==> src/rtl/sum_pkg.sv <==
// Shared definitions for the digit-serial sum datapath: mode encoding,
// FSM state type and elaboration-time sizing helpers.
package sum_pkg;

  localparam logic MODE_ADD = 1'b0;
  localparam logic MODE_SUB = 1'b1;

  typedef enum logic {
    ST_IDLE = 1'b0,
    ST_RUN  = 1'b1
  } state_e;

  function automatic int beats(input int n, input int w);
    return n / w;
  endfunction

  // Counter width that never collapses to zero bits for single-beat operands.
  function automatic int clog2_min1(input int v);
    return (v <= 1) ? 1 : $clog2(v);
  endfunction

endpackage

==> src/rtl/sum_digit_fa.sv <==
// W-bit ripple of full-adder cells; also exposes the carry into the MSB so the
// caller can derive signed overflow.
module sum_digit_fa #(
  parameter int W = 8
) (
  input  logic [W-1:0] a,
  input  logic [W-1:0] b,
  input  logic         ci,
  output logic [W-1:0] s,
  output logic         co,
  output logic         c_msb_in
);

  logic [W:0] cy;

  // NOTE: blocking assignments in combinational logic, so each cell reads the carry just computed.
  always_comb begin
    cy[0] = ci;
    s     = '0;
    for (int i = 0; i < W; i++) begin
      s[i]    = a[i] ^ b[i] ^ cy[i];
      cy[i+1] = (a[i] & b[i]) | (cy[i] & (a[i] ^ b[i]));
    end
  end

  assign co       = cy[W];
  assign c_msb_in = cy[W-1];

endmodule

==> src/rtl/sum_digit_serial.sv <==
// Digit-serial adder/subtractor: N-bit operands stream in LSB digit first,
// carry/borrow persists across beats, one registered result stage.
module sum_digit_serial
  import sum_pkg::*;
#(
  parameter int W = 8,
  parameter int N = 256
) (
  input  logic         clk,
  input  logic         rst,
  input  logic         clr,
  input  logic         in_valid,
  output logic         in_ready,
  input  logic         sub,
  input  logic [W-1:0] a,
  input  logic [W-1:0] b,
  output logic         out_valid,
  input  logic         out_ready,
  output logic [W-1:0] c,
  output logic         out_last,
  output logic         cout,
  output logic         ovf
);

  localparam int BEATS = beats(N, W);
  localparam int CW    = clog2_min1(BEATS);
  localparam logic [CW-1:0] LAST_BEAT = CW'(BEATS - 1);

  if ((W < 1) || (N < W) || (N % W != 0)) begin : g_param_check
    $error("sum_digit_serial: N must be a positive multiple of W");
  end

  state_e          state_q, state_d;
  logic [CW-1:0]   cnt_q, cnt_d;
  logic            carry_q, carry_d;
  logic            mode_q, mode_d;
  logic            first, last, accept, mode_eff, carry_in;
  logic [W-1:0]    bx, s;
  logic            co, c_msb_in;

  // clr keeps the input side open; the beat it coincides with is simply dropped.
  assign in_ready = !out_valid | out_ready | clr;
  assign accept   = in_valid & in_ready & !clr;

  assign first    = (state_q == ST_IDLE);
  assign last     = (cnt_q == LAST_BEAT);
  assign mode_eff = first ? sub : mode_q;
  assign carry_in = first ? sub : carry_q;
  assign bx       = b ^ {W{mode_eff == MODE_SUB}};

  sum_digit_fa #(.W(W)) u_fa (
    .a       (a),
    .b       (bx),
    .ci      (carry_in),
    .s       (s),
    .co      (co),
    .c_msb_in(c_msb_in)
  );

  // NOTE: defaults first, so every path assigns every output and no latch is inferred.
  always_comb begin
    state_d = state_q;
    cnt_d   = cnt_q;
    carry_d = carry_q;
    mode_d  = mode_q;
    if (clr) begin
      state_d = ST_IDLE;
      cnt_d   = '0;
      carry_d = 1'b0;
    end else if (accept) begin
      carry_d = co;
      if (first) mode_d = sub;
      if (last) begin
        state_d = ST_IDLE;
        cnt_d   = '0;
      end else begin
        state_d = ST_RUN;
        cnt_d   = cnt_q + CW'(1);
      end
    end
  end

  // NOTE: asynchronous active-low reset, and non-blocking assignments for all registered state.
  always_ff @(posedge clk or negedge rst) begin
    if (!rst) begin
      state_q <= ST_IDLE;
      cnt_q   <= '0;
      carry_q <= 1'b0;
      mode_q  <= MODE_ADD;
    end else begin
      state_q <= state_d;
      cnt_q   <= cnt_d;
      carry_q <= carry_d;
      mode_q  <= mode_d;
    end
  end

  // Output stage: load on accept, drain on out_ready, otherwise hold stable.
  always_ff @(posedge clk or negedge rst) begin
    if (!rst) begin
      out_valid <= 1'b0;
      c         <= '0;
      out_last  <= 1'b0;
      cout      <= 1'b0;
      ovf       <= 1'b0;
    end else if (clr) begin
      out_valid <= 1'b0;
      c         <= '0;
      out_last  <= 1'b0;
      cout      <= 1'b0;
      ovf       <= 1'b0;
    end else if (accept) begin
      out_valid <= 1'b1;
      c         <= s;
      out_last  <= last;
      cout      <= last & co;
      ovf       <= last & (c_msb_in ^ co);
    end else if (out_ready) begin
      out_valid <= 1'b0;
    end
  end

endmodule
==> config.mk <==
export PLATFORM = sky130hd
export DESIGN_NAME = sum_digit_serial
export DESIGN_NICKNAME = d
export VERILOG_FILES = /design/src/rtl/sum_pkg.sv /design/src/rtl/sum_digit_fa.sv /design/src/rtl/sum_digit_serial.sv
export SDC_FILE = /design/constraint.sdc
export NUM_CORES = 1
export LEC_CHECK = 0
export ABC_AREA = 1
export CAP_MARGIN = 20
export CORE_ASPECT_RATIO = 1.2
export CORE_MARGIN = 3
export CORE_UTILIZATION = 42
export CTS_CLUSTER_DIAMETER = 100
export DETAILED_ROUTE_END_ITERATION = 7
export PLACE_DENSITY = 0.75
export SETUP_SLACK_MARGIN = 0.1
export SYNTH_ARGS = -nofsm -noshare
export SYNTH_HDL_FRONTEND = slang
export SYNTH_SLANG_ARGS = --single-unit
==> constraint.sdc <==
create_clock -name clk -period 3.7 [get_ports clk]
set_input_delay 0.74 -clock clk [delete_from_list [all_inputs] [get_ports clk]]
set_output_delay 0.74 -clock clk [all_outputs]
set_load 0.05 [all_outputs]
==> impl_metrics.yaml, run 1 <==
power:
  p_total_uw: 607.2
  vdd_ir_drop_max_uv: 211.4
  power_frac_clock_pct: 16.7
  swShare_pct: 37.14
  p_leak_uw: 0.0008104
  power_per_cell_area_mw_per_mm2: 371.3
  p_switching_uw: 225.5
  internal_power_uw: 381.7
  p_seq_share_pct: 41.7
  power_frac_comb_pct: 41.6
run_status:
  violations: "setup timing"
  status: "complete, but fails checks"
sta:
  slew_headroom_pct: 40.04
  fmaxAchievable_ghz: 0.2681
  rsz0062_at_grt: "true"
  fin_skew_ns: 0.002534
  setup_violations: 1
  finalMaxSlewViolations: 0
  fin_ws_ns: -0.02980
  hold_viol_final: 0
  post-route-min-period_ns: 3.730
  fin_hold_ws_ns: 0.4911
  post-route-period-util_pct: 100.8
  tightest_slew_ns: 0.8966
clock_network:
  cts-root-buf: "clkbuf_4"
  cts_buffers: 3
  tritoncts: "done"
  cts_buffer_depth: 2
  htreeDepth: 1
  clock-sinks: 20
  clk_latency_ns: 0.29
  clk_pin_slew_ns: 0.11
  hold_buffers: 0
critical_path:
  path_delay_family: "adder cells"
  slowest_stage: "fa_2"
  worstSetupPathType: "in2reg"
  crit_buf_inv: 3
  start_kind: "input pin"
  end_kind: "flop"
  crit_required_ns: 3.94
  cp.arrival_ns: 3.97
  path_cells: "buf_8, nand2_8, o21ai_4, xor2_2, fa_2, fa_2, fa_2, fa_2, fa_2, inv_2, fa_2, fa_2, fa_2, inv_1, nand2_1, nand2_1"
  cp_common_cell: "fa_2"
  slowest_delay_ns: 0.44
  crit_fanout: 2
cells_and_area:
  final_cell_area_mm2: 0.001635
  fin_nets: 204
  syn_to_final_growth_pct: 39.19
  fill_cells: 240
  drive_gt1_share_pct: 15.88
  diodes: 0
grt:
  globalRouteOverflowTotal: 0
  grt_first_pass_wirelength_um: 4077
  track_usage_pct: 15.62
  grt_start_max_net_pins: 21
  grt_pass1_vias: 996
  antenna_found_initial: 0
logic_synthesis:
  yosys_warnings: 0
  synth_area_mm2: 0.001175
  netlist_instances: 132
  synthDistinctLibCells: 18
  syn_area_per_cell_um2: 8.901
  ys_seq_elements: 20
  syn-num-nets: 164
  yosysSeqAreaShare_pct: 42.60
min_path:
  hold_path.class: "reg2reg"
floorplan:
  num_rows: 20
  start_util_pct: 45.14
  die_x_um: 54.28
  die_y_um: 63.94
  die_area_mm2: 0.003470
  coreArea_mm2: 0.002603
  ios: 35
route:
  postRouteAntennaNets: 0
  vias: 965
  drc: 0
  drt_wl_total_um: 2434
  drtIter0Drc: 9
  viasPerCell: 4.754
  dr.pass1.iters: 6
  wl_per_cell_um: 11.99
placed_design:
  gp_congestion: 0.7586
  port_buffers: 34
  hpwl_um: 1934
  placed_area_mm2: 0.001597
job:
  maxCapViolations: 0
what timing repair did:
action	in CTS	in global routing
cloned	0	0
endpoints found under the setup margin	6	5
buffers inserted	1	1
gates resized for setup	12	3
pin swaps	4	5
cell usage after synthesis, drive strengths merged:
master   n  share of area [%]
nand2   59                 19
nor2     5                1.6
nand3    3                1.7
xor2     7                5.2
inv     17                5.4
o21ai    2                1.8
xnor2    3                2.2
dfrtp   20                 43
nand4    3                1.6
fa       8                 14
ha       2                2.1
a21oi    1                1.4
buf      2                1.6
stage by stage:
stage / cells / setup TNS (ns) / worst slack, ns / utilization, %
floorplan: 132 / -0.5868 / -0.2613 / -
global placement: 199 / -3.759 / -0.7979 / 61.35
detailed placement: 199 / -4.031 / -0.8617 / 61.35
CTS: 203 / -0.07593 / -0.07593 / 62.45
global route: 203 / -0.1316 / -0.09251 / 62.84
finish: 203 / -0.02980 / -0.02980 / 62.84
final timing paths:
kind	start	to	slack, ns	depth (start not counted)
setup reg to reg	state_q$_DFFE_PN0P_	c[7]$_DFFE_PN0P_	0	15
hold reg to reg	c[7]$_DFFE_PN0P_	c[7]$_DFFE_PN0P_	0.49	2
max in group asynchronous	rst	ovf$_DFFE_PN0P_	2.21	1
setup / recovery	sub	c[7]$_DFFE_PN0P_	-0.03	16
hold / removal	c[7]$_DFFE_PN0P_	c[7]$_DFFE_PN0P_	0.49	2
min in group asynchronous	rst	cout$_DFFE_PN0P_	0.94	1
sequential cells by signal, indices dropped and copies added, names as in the netlist:
register and cells:
c 8, carry_q 1, mode_q 1, state_q 1, out_last 1, cout 1
ovf 1, out_valid 1, cnt_q 5
power by group through the flow:
stage | clock network, µW | registers [µW] | logic (µW)
6_report | 101 | 253 | 253
4_1_cts | 105 | 253 | 255
3_5_place_dp | 0 | 257 | 254
2_1_floorplan | 0 | 309 | 109
3_3_place_gp | 0 | 256 | 245
5_1_grt | 116 | 256 | 276
placed cells by master, fill, tap and decap left out, types with 3 or more instances in the layout:
cell and instances:
nand2_1 57, clkdlybuf4s50_1 31, dfrtp_1 20, inv_1 14, fa_2 8, xor2_1 5
nor2_1 4, inv_2 3, xnor2_1 3, nand4_1 3, clkbuf_4 3, buf_4 3
metal layers:
| metal | wire [µm] | global-route usage (%) | share of wire [%] | up-vias |
|---|---|---|---|---|
| met1 | 1011 | 18.33 | 42 | 469 |
| li1 | - | - | - | 468 |
| met5 | 0 | 0 | 0 | - |
| met2 | 1273 | 28.14 | 52 | 26 |
| met3 | 140 | 2.797 | 5.8 | 2 |
| met4 | 9 | 3.738 | 0.37 | 0 |
area by class of cell:
type	instances	area (µm²)	area share, %
Inverter	17	63.81	3.902
Timing Repair Buffer	37	361.6	22.11
Tap cell	33	41.29	2.525
Sequential cell	20	500.5	30.60
Multi-Input combinational cell	93	645.6	39.48
Clock buffer	3	22.52	1.377
cells by family after synthesis:
kind of cell,Yosys count,synth area share [%]
AO/OA/AOI/OAI,3,3.195
XOR/XNOR,10,7.455
adder cells (fa/ha/maj),10,15.76
buffers and inverters,19,7.029
flip-flops,20,42.60
AND/OR/NAND/NOR,70,23.96
worst register-to-register path, cell delays in order (launching register included):
cell and delay [ns]:
dfrtp_1 0.42, inv_2 0.14, o21ai_4 0.09, xor2_2 0.15
fa_2 0.34, fa_2 0.34, fa_2 0.35, fa_2 0.35
fa_2 0.35, inv_2 0.06, fa_2 0.20, fa_2 0.24
fa_2 0.44, inv_1 0.06, nand2_1 0.05, nand2_1 0.08
Power figures use the tool's default switching activity.
==> run 2: changes to the inputs <==
- CORE_MARGIN: 3 -> unset
- REMOVE_ABC_BUFFERS: unset -> 1
==> run 2 against run 1 <==
Against the previous run:
- the run now ends clean
- combinational power barely moved
- utilization is 0.29 points lower
- total power is 0.85% higher
- non-clock buffer count increased by 2
- cell count rose by 0.99%
- critical endpoint unchanged
- worst setup slack better by 0.047 ns
- clock-buffer cell count unchanged
- critical path type unchanged
==> impl_metrics.yaml, run 2 (synthesized netlist as in run 1, its figures left out) <==
power:
  swShare_pct: 37.28
  power_frac_clock_pct: 17.0
  p_switching_uw: 228.3
  power_frac_comb_pct: 41.8
  p_leak_uw: 0.0008175
  power_per_cell_area_mw_per_mm2: 376.2
  p_seq_share_pct: 41.2
  internal_power_uw: 384.1
  p_total_uw: 612.3
  vdd_ir_drop_max_uv: 200.7
cells_and_area:
  reg_top3: "c (8), cnt_q (5)"
  final_cell_area_mm2: 0.001628
  syn_to_final_growth_pct: 38.55
  layout_commonest_cell: "nand2_1"
  fin_nets: 206
  multiInputGateArea_um2: 626.9
  drive_gt1_share_pct: 16.28
  largest_register_ff_count: 8
  fill_cells: 240
  final_cell_mix: "nand2_1, clkdlybuf4s50_1, dfrtp_1, inv_1, fa_2"
  max_flop_register: "c"
  fin_cells: 205
  diodes: 0
  regArea_um2: 500.5
route:
  vias: 964
  viasPerCell: 4.702
  wl_per_cell_um: 12.35
  drt_wl_total_um: 2532
  drtIter0Drc: 29
  drc: 0
  dr.pass1.iters: 4
  postRouteAntennaNets: 0
sta:
  finalSetupTns_ns: 0
  fin_skew_ns: 0.001369
  fmaxAchievable_ghz: 0.2715
  slew_headroom_pct: 39.93
  rsz0062_at_grt: "true"
  tightest_slew_ns: 0.8982
  post-route-min-period_ns: 3.683
  fin_hold_ws_ns: 0.4836
  finalMaxSlewViolations: 0
  post-route-period-util_pct: 99.54
  setup_violations: 0
  hold_viol_final: 0
placed_design:
  hpwl_um: 1988
  dp.cells: 201
  gp_congestion: 0.7763
  placed_area_mm2: 0.001568
  port_buffers: 34
clock_network:
  clk_latency_ns: 0.30
  hold_buffers: 0
  clk_pin_slew_ns: 0.11
  cts-root-buf: "clkbuf_4"
  tritoncts: "done"
  cts_buffer_depth: 2
  cts_buffers: 3
  clock-sinks: 20
  htreeDepth: 1
grt:
  grt_pass1_vias: 1014
  track_usage_pct: 18.97
  antenna_found_initial: 0
  globalRouteOverflowTotal: 0
  grt_start_max_net_pins: 21
  grt_first_pass_wirelength_um: 4181
floorplan:
  num_rows: 20
  start_util_pct: 45.14
  die_area_mm2: 0.003014
  die_y_um: 59.94
  ios: 35
  coreArea_mm2: 0.002603
  die_x_um: 50.28
run_status:
  status: "completed"
critical_path:
  crit_required_ns: 3.95
  crit_fanout: 2
  start_kind: "input pin"
  worstSetupPathType: "in2reg"
  end_kind: "flop"
  cp.arrival_ns: 3.93
min_path:
  hold_path.class: "reg2reg"
job:
  maxCapViolations: 0
==> run 2: final cells by class <==
cell class              count  area share (%)
clock buffers               3           1.384
inverters                  17           3.920
multi-input cells          93           38.51
flip-flops and latches     20           30.75
well taps                  33           2.537
repair buffers             39           22.91
==> run 2: layer usage <==
metal  track usage (%)  routed length (µm)  vias to the layer above
met5                 0                   0                        -
met4             8.163                  40                        0
met3             3.053                 114                        5
met2             37.14                1421                       23
met1             19.60                 956                      464
li1                  -                   -                      472
==> run 2: power groups by stage <==
stage | Combinational (µW) | Sequential [µW] | Clock (µW)
after floorplan | 94.7 | 309 | 0
after global placement | 233 | 256 | 0
after detailed placement | 241 | 256 | 0
after CTS | 257 | 252 | 104
after global routing | 283 | 255 | 110
final | 256 | 252 | 104
==> run 2: worst paths after layout <==
path / cells past startpoint / start / slack (ns) / to
worst max-delay path: 16 / sub / 0.02 / c[7]$_DFFE_PN0P_
max in group asynchronous: 1 / rst / 2.22 / c[7]$_DFFE_PN0P_
worst max register to register: 16 / state_q$_DFFE_PN0P_ / 0.09 / c[7]$_DFFE_PN0P_
min in group asynchronous: 1 / rst / 0.93 / cout$_DFFE_PN0P_
worst min-delay path: 2 / c[0]$_DFFE_PN0P_ / 0.48 / c[0]$_DFFE_PN0P_
worst min register to register: 2 / c[0]$_DFFE_PN0P_ / 0.48 / c[0]$_DFFE_PN0P_
==> run 2: critical path, stage by stage <==
cell     delay [ns]
buf_6          0.09
nand2_4        0.06
o21ai_4        0.06
xor2_2         0.15
fa_2           0.36
fa_2           0.34
fa_2           0.34
fa_2           0.35
fa_2           0.35
inv_2          0.06
fa_2           0.19
fa_2           0.22
fa_2           0.44
inv_2          0.06
nand2_1        0.05
nand2_1        0.07
==> run 2: through the flow <==
| step | utilization, % | setup WS [ns] |
|---|---|---|
| global placement | 60.24 | -0.8252 |
| floorplan | - | -0.4401 |
| finish | 62.55 | 0.01691 |
| global route | 62.55 | -0.06108 |
| detailed placement | 60.24 | -0.8908 |
| CTS | 62.64 | -0.2220 |
==> run 2: timing repair <==
item                                    CTS  global route
gates resized for setup                  19             4
setup buffers                             1             0
pin swaps                                12            14
endpoints found under the setup margin    6             6
==> run 3: changes to the inputs <==
- ABC_CLOCK_PERIOD_IN_PS: unset -> 3700
- GPL_TIMING_DRIVEN: unset -> 0
- SYNTH_HIERARCHICAL: unset -> 1
==> run 3 against run 2 <==
Against the previous run:
- critical path type unchanged
- sequential share of layout area fell by 0.42 points
- the run now ends with setup timing left
- routed wire length shrank 8.1%
- flip-flop and latch count did not move
- first-iteration DRC count decreased by 59%
- global-route usage is 1.9 points lower
==> impl_metrics.yaml, run 3 <==
critical_path:
  cp_common_cell: "fa_2"
  slowest_delay_ns: 0.37
  cp-endpoint: "ovf$_DFFE_PN0P_"
  crit_buf_inv: 5
  crit_required_ns: 3.89
  worstSetupPathType: "in2reg"
  path_cells: "buf_6, nand2_4, o21ai_4, xor2_2, fa_2, inv_2, fa_2, inv_2, fa_2, fa_2, fa_2, fa_2, inv_2, fa_2, inv_2, fa_2, xor2_1, nand2_1, nand2_1"
  rrSetupSlack_ns: -0.09
  path_delay_family: "adder cells"
  regToRegEndpoint: "ovf$_DFFE_PN0P_"
  cp.depth: 19
  rr_startpoint: "state_q$_DFFE_PN0P_"
  reg2regPathDepth: 19
  start_kind: "input pin"
  cp.arrival_ns: 4.03
  slowest_stage: "fa_2"
  end_kind: "flop"
  crit_fanout: 3
  crit_start: "sub"
grt:
  grt_pass1_vias: 968
  track_usage_pct: 17.07
  grt_first_pass_wirelength_um: 3960
  antenna_found_initial: 0
  globalRouteOverflowTotal: 0
  grt_start_max_net_pins: 21
power:
  internal_power_uw: 402.1
  swShare_pct: 36.16
  p_seq_share_pct: 40.2
  p_switching_uw: 227.8
  p_leak_uw: 0.0008473
  vdd_ir_drop_max_uv: 247.5
  power_frac_clock_pct: 20.0
  power_frac_comb_pct: 39.8
  power_per_cell_area_mw_per_mm2: 381.6
cells_and_area:
  fin_cells: 208
  layout_commonest_cell: "nand2_1"
  multiInputGateArea_um2: 639.4
  final_cell_mix: "nand2_1, clkdlybuf4s50_1, dfrtp_1, inv_1"
  diodes: 0
  fill_cells: 236
  syn_to_final_growth_pct: 37.25
  drive_gt1_share_pct: 18.29
  regArea_um2: 500.5
  reg_top3: "c (8), cnt_q (5)"
  fin_nets: 209
  max_flop_register: "c"
  largest_register_ff_count: 8
floorplan:
  die_area_mm2: 0.003082
  start_util_pct: 45.76
  coreArea_mm2: 0.002628
  die_x_um: 50.85
  ios: 35
  die_y_um: 60.61
  num_rows: 20
route:
  drc: 0
  vias: 964
  drt_wl_total_um: 2328
  wl_per_cell_um: 11.19
  postRouteAntennaNets: 0
  dr.pass1.iters: 4
  drtIter0Drc: 12
  viasPerCell: 4.635
logic_synthesis:
  yosys_warnings: 6
  yosysSeqAreaShare_pct: 41.62
  syn_area_per_cell_um2: 8.841
  yosys-top-cells-area: "dfrtp_1, nand2_1, fa_1, xor2_1, inv_1"
  synth_edf_count: 0
  synth_area_mm2: 0.001202
  async_reset_ff_share_pct: 100.0
  netlist_instances: 136
  yosysTopAreaCellShare_pct: 41.62
  yosys-top-cells-count: "nand2_1, dfrtp_1, inv_1"
  yosysMostFrequentCell: "nand2_1"
  synth_top_area_cell: "dfrtp_1"
  synthDistinctLibCells: 16
  ys_seq_elements: 20
  ys.flop_type: "dfrtp_1"
placed_design:
  gp_congestion: 0.7122
  place_ws_ns: -1.327
  dp.cells: 201
  port_buffers: 34
  hpwl_um: 1779
sta:
  hold_viol_final: 0
  fin_skew_ns: 0.006121
  slew_headroom_pct: 39.25
  tightest_slew_ns: 0.9084
  setup_violations: 4
  fin_ws_ns: -0.1422
  finalMaxSlewViolations: 0
  post-route-period-util_pct: 103.8
  post-route-min-period_ns: 3.842
  fmaxAchievable_ghz: 0.2603
  rsz0062_at_grt: "true"
clock_network:
  tritoncts: "done"
  clock-sinks: 20
  clk_pin_slew_ns: 0.11
  hold_buffers: 0
  clk_latency_ns: 0.29
  cts_buffer_depth: 2
  cts_buffers: 3
  htreeDepth: 1
  cts-root-buf: "clkbuf_4"
job:
  maxCapViolations: 0
run_status:
  violations: "setup timing"
  status: "complete, but fails checks"
min_path:
  hold_path.class: "reg2reg"
-- run 3: cell count changes after synthesis --
cell / previous run / this run
ha_1: 2 / 3
nand2_1: 58 / 59
inv_2: 1 / 4
xnor2_1: 3 / 0
buf_6: 1 / 2
buf_4: 1 / 0
nor2_1: 5 / 4
xor2_1: 7 / 10
-- run 3: cells by family after synthesis --
group	synth area share, %
DFF	41.62
adders and majority gates	16.44
and+or+nand+nor	23.41
AOI/OAI and AO/OA	3.122
buffers and inverters	8.116
xor gates and xnor gates	7.284
-- run 3: area by class of cell --
| type | count | share of cell area, % |
|---|---|---|
| Timing Repair Buffer | 37 | 21.68 |
| Inverter | 20 | 4.549 |
| Multi-Input combinational cell | 94 | 38.74 |
| Sequential cell | 20 | 30.33 |
| Clock buffer | 4 | 2.199 |
| Tap cell | 33 | 2.502 |
-- run 3: timing repair --
item / CTS / global route
pin swaps: 14 / 14
endpoints found under the setup margin: 6 / 5
setup buffers: 2 / 1
gates resized for setup: 22 / 3
-- run 3: per-stage QoR --
| stage | instance area [µm²] | hold WS, ns | TNS, ns | total power (µW) | util [%] |
|---|---|---|---|---|---|
| detailed placement | 1562 | 0.4646 | -6.499 | 488.1 | 59.43 |
| floorplan | 1180 | 0.4422 | -2.359 | 401.8 | - |
| global route | 1650 | 0.5179 | -0.8399 | 670.3 | 62.81 |
| finish | 1650 | 0.4863 | -0.3504 | 629.8 | 62.81 |
| global placement | 1562 | 0.4550 | -5.955 | 477.8 | 59.43 |
| CTS | 1640 | 0.4909 | -1.683 | 633.1 | 62.43 |
-- run 3: power groups by stage --
stage	sequential, µW	combinational (µW)	clock [µW]
2_1_floorplan	309	92.5	0
3_3_place_gp	257	221	0
3_5_place_dp	257	231	0
4_1_cts	253	251	129
5_1_grt	256	278	136
6_report	253	251	126
-- run 3: per-layer routing --
layer,GRT usage (%),wire (µm)
met4,6.746,27
met1,19.00,906
met2,33.33,1342
met5,0,0
met3,1.754,51
-- run 3: worst register-to-register path: stages (launching register included) --
cell and delay [ns]:
dfrtp_1 0.40, inv_2 0.07, nand2_4 0.08, o21ai_4 0.06
xor2_2 0.15, fa_2 0.36, inv_2 0.06, fa_2 0.18
inv_2 0.04, fa_2 0.33, fa_2 0.35, fa_2 0.35
fa_2 0.35, inv_2 0.06, fa_2 0.18, inv_2 0.04
fa_2 0.37, xor2_1 0.15, nand2_1 0.06, nand2_1 0.05
-- run 3: worst min path at each step --
stage | startpoint | end | slack, ns | cells past startpoint
floorplan | rst | c[0]$_DFFE_PN0P_ | 0.44 | 0
global placement | cout$_DFFE_PN0P_ | cout$_DFFE_PN0P_ | 0.45 | 2
detailed placement | out_last$_DFFE_PN0P_ | out_last$_DFFE_PN0P_ | 0.46 | 2
CTS | ovf$_DFFE_PN0P_ | ovf$_DFFE_PN0P_ | 0.49 | 2
global route | c[3]$_DFFE_PN0P_ | c[3]$_DFFE_PN0P_ | 0.52 | 2
finish | out_last$_DFFE_PN0P_ | out_last$_DFFE_PN0P_ | 0.49 | 2
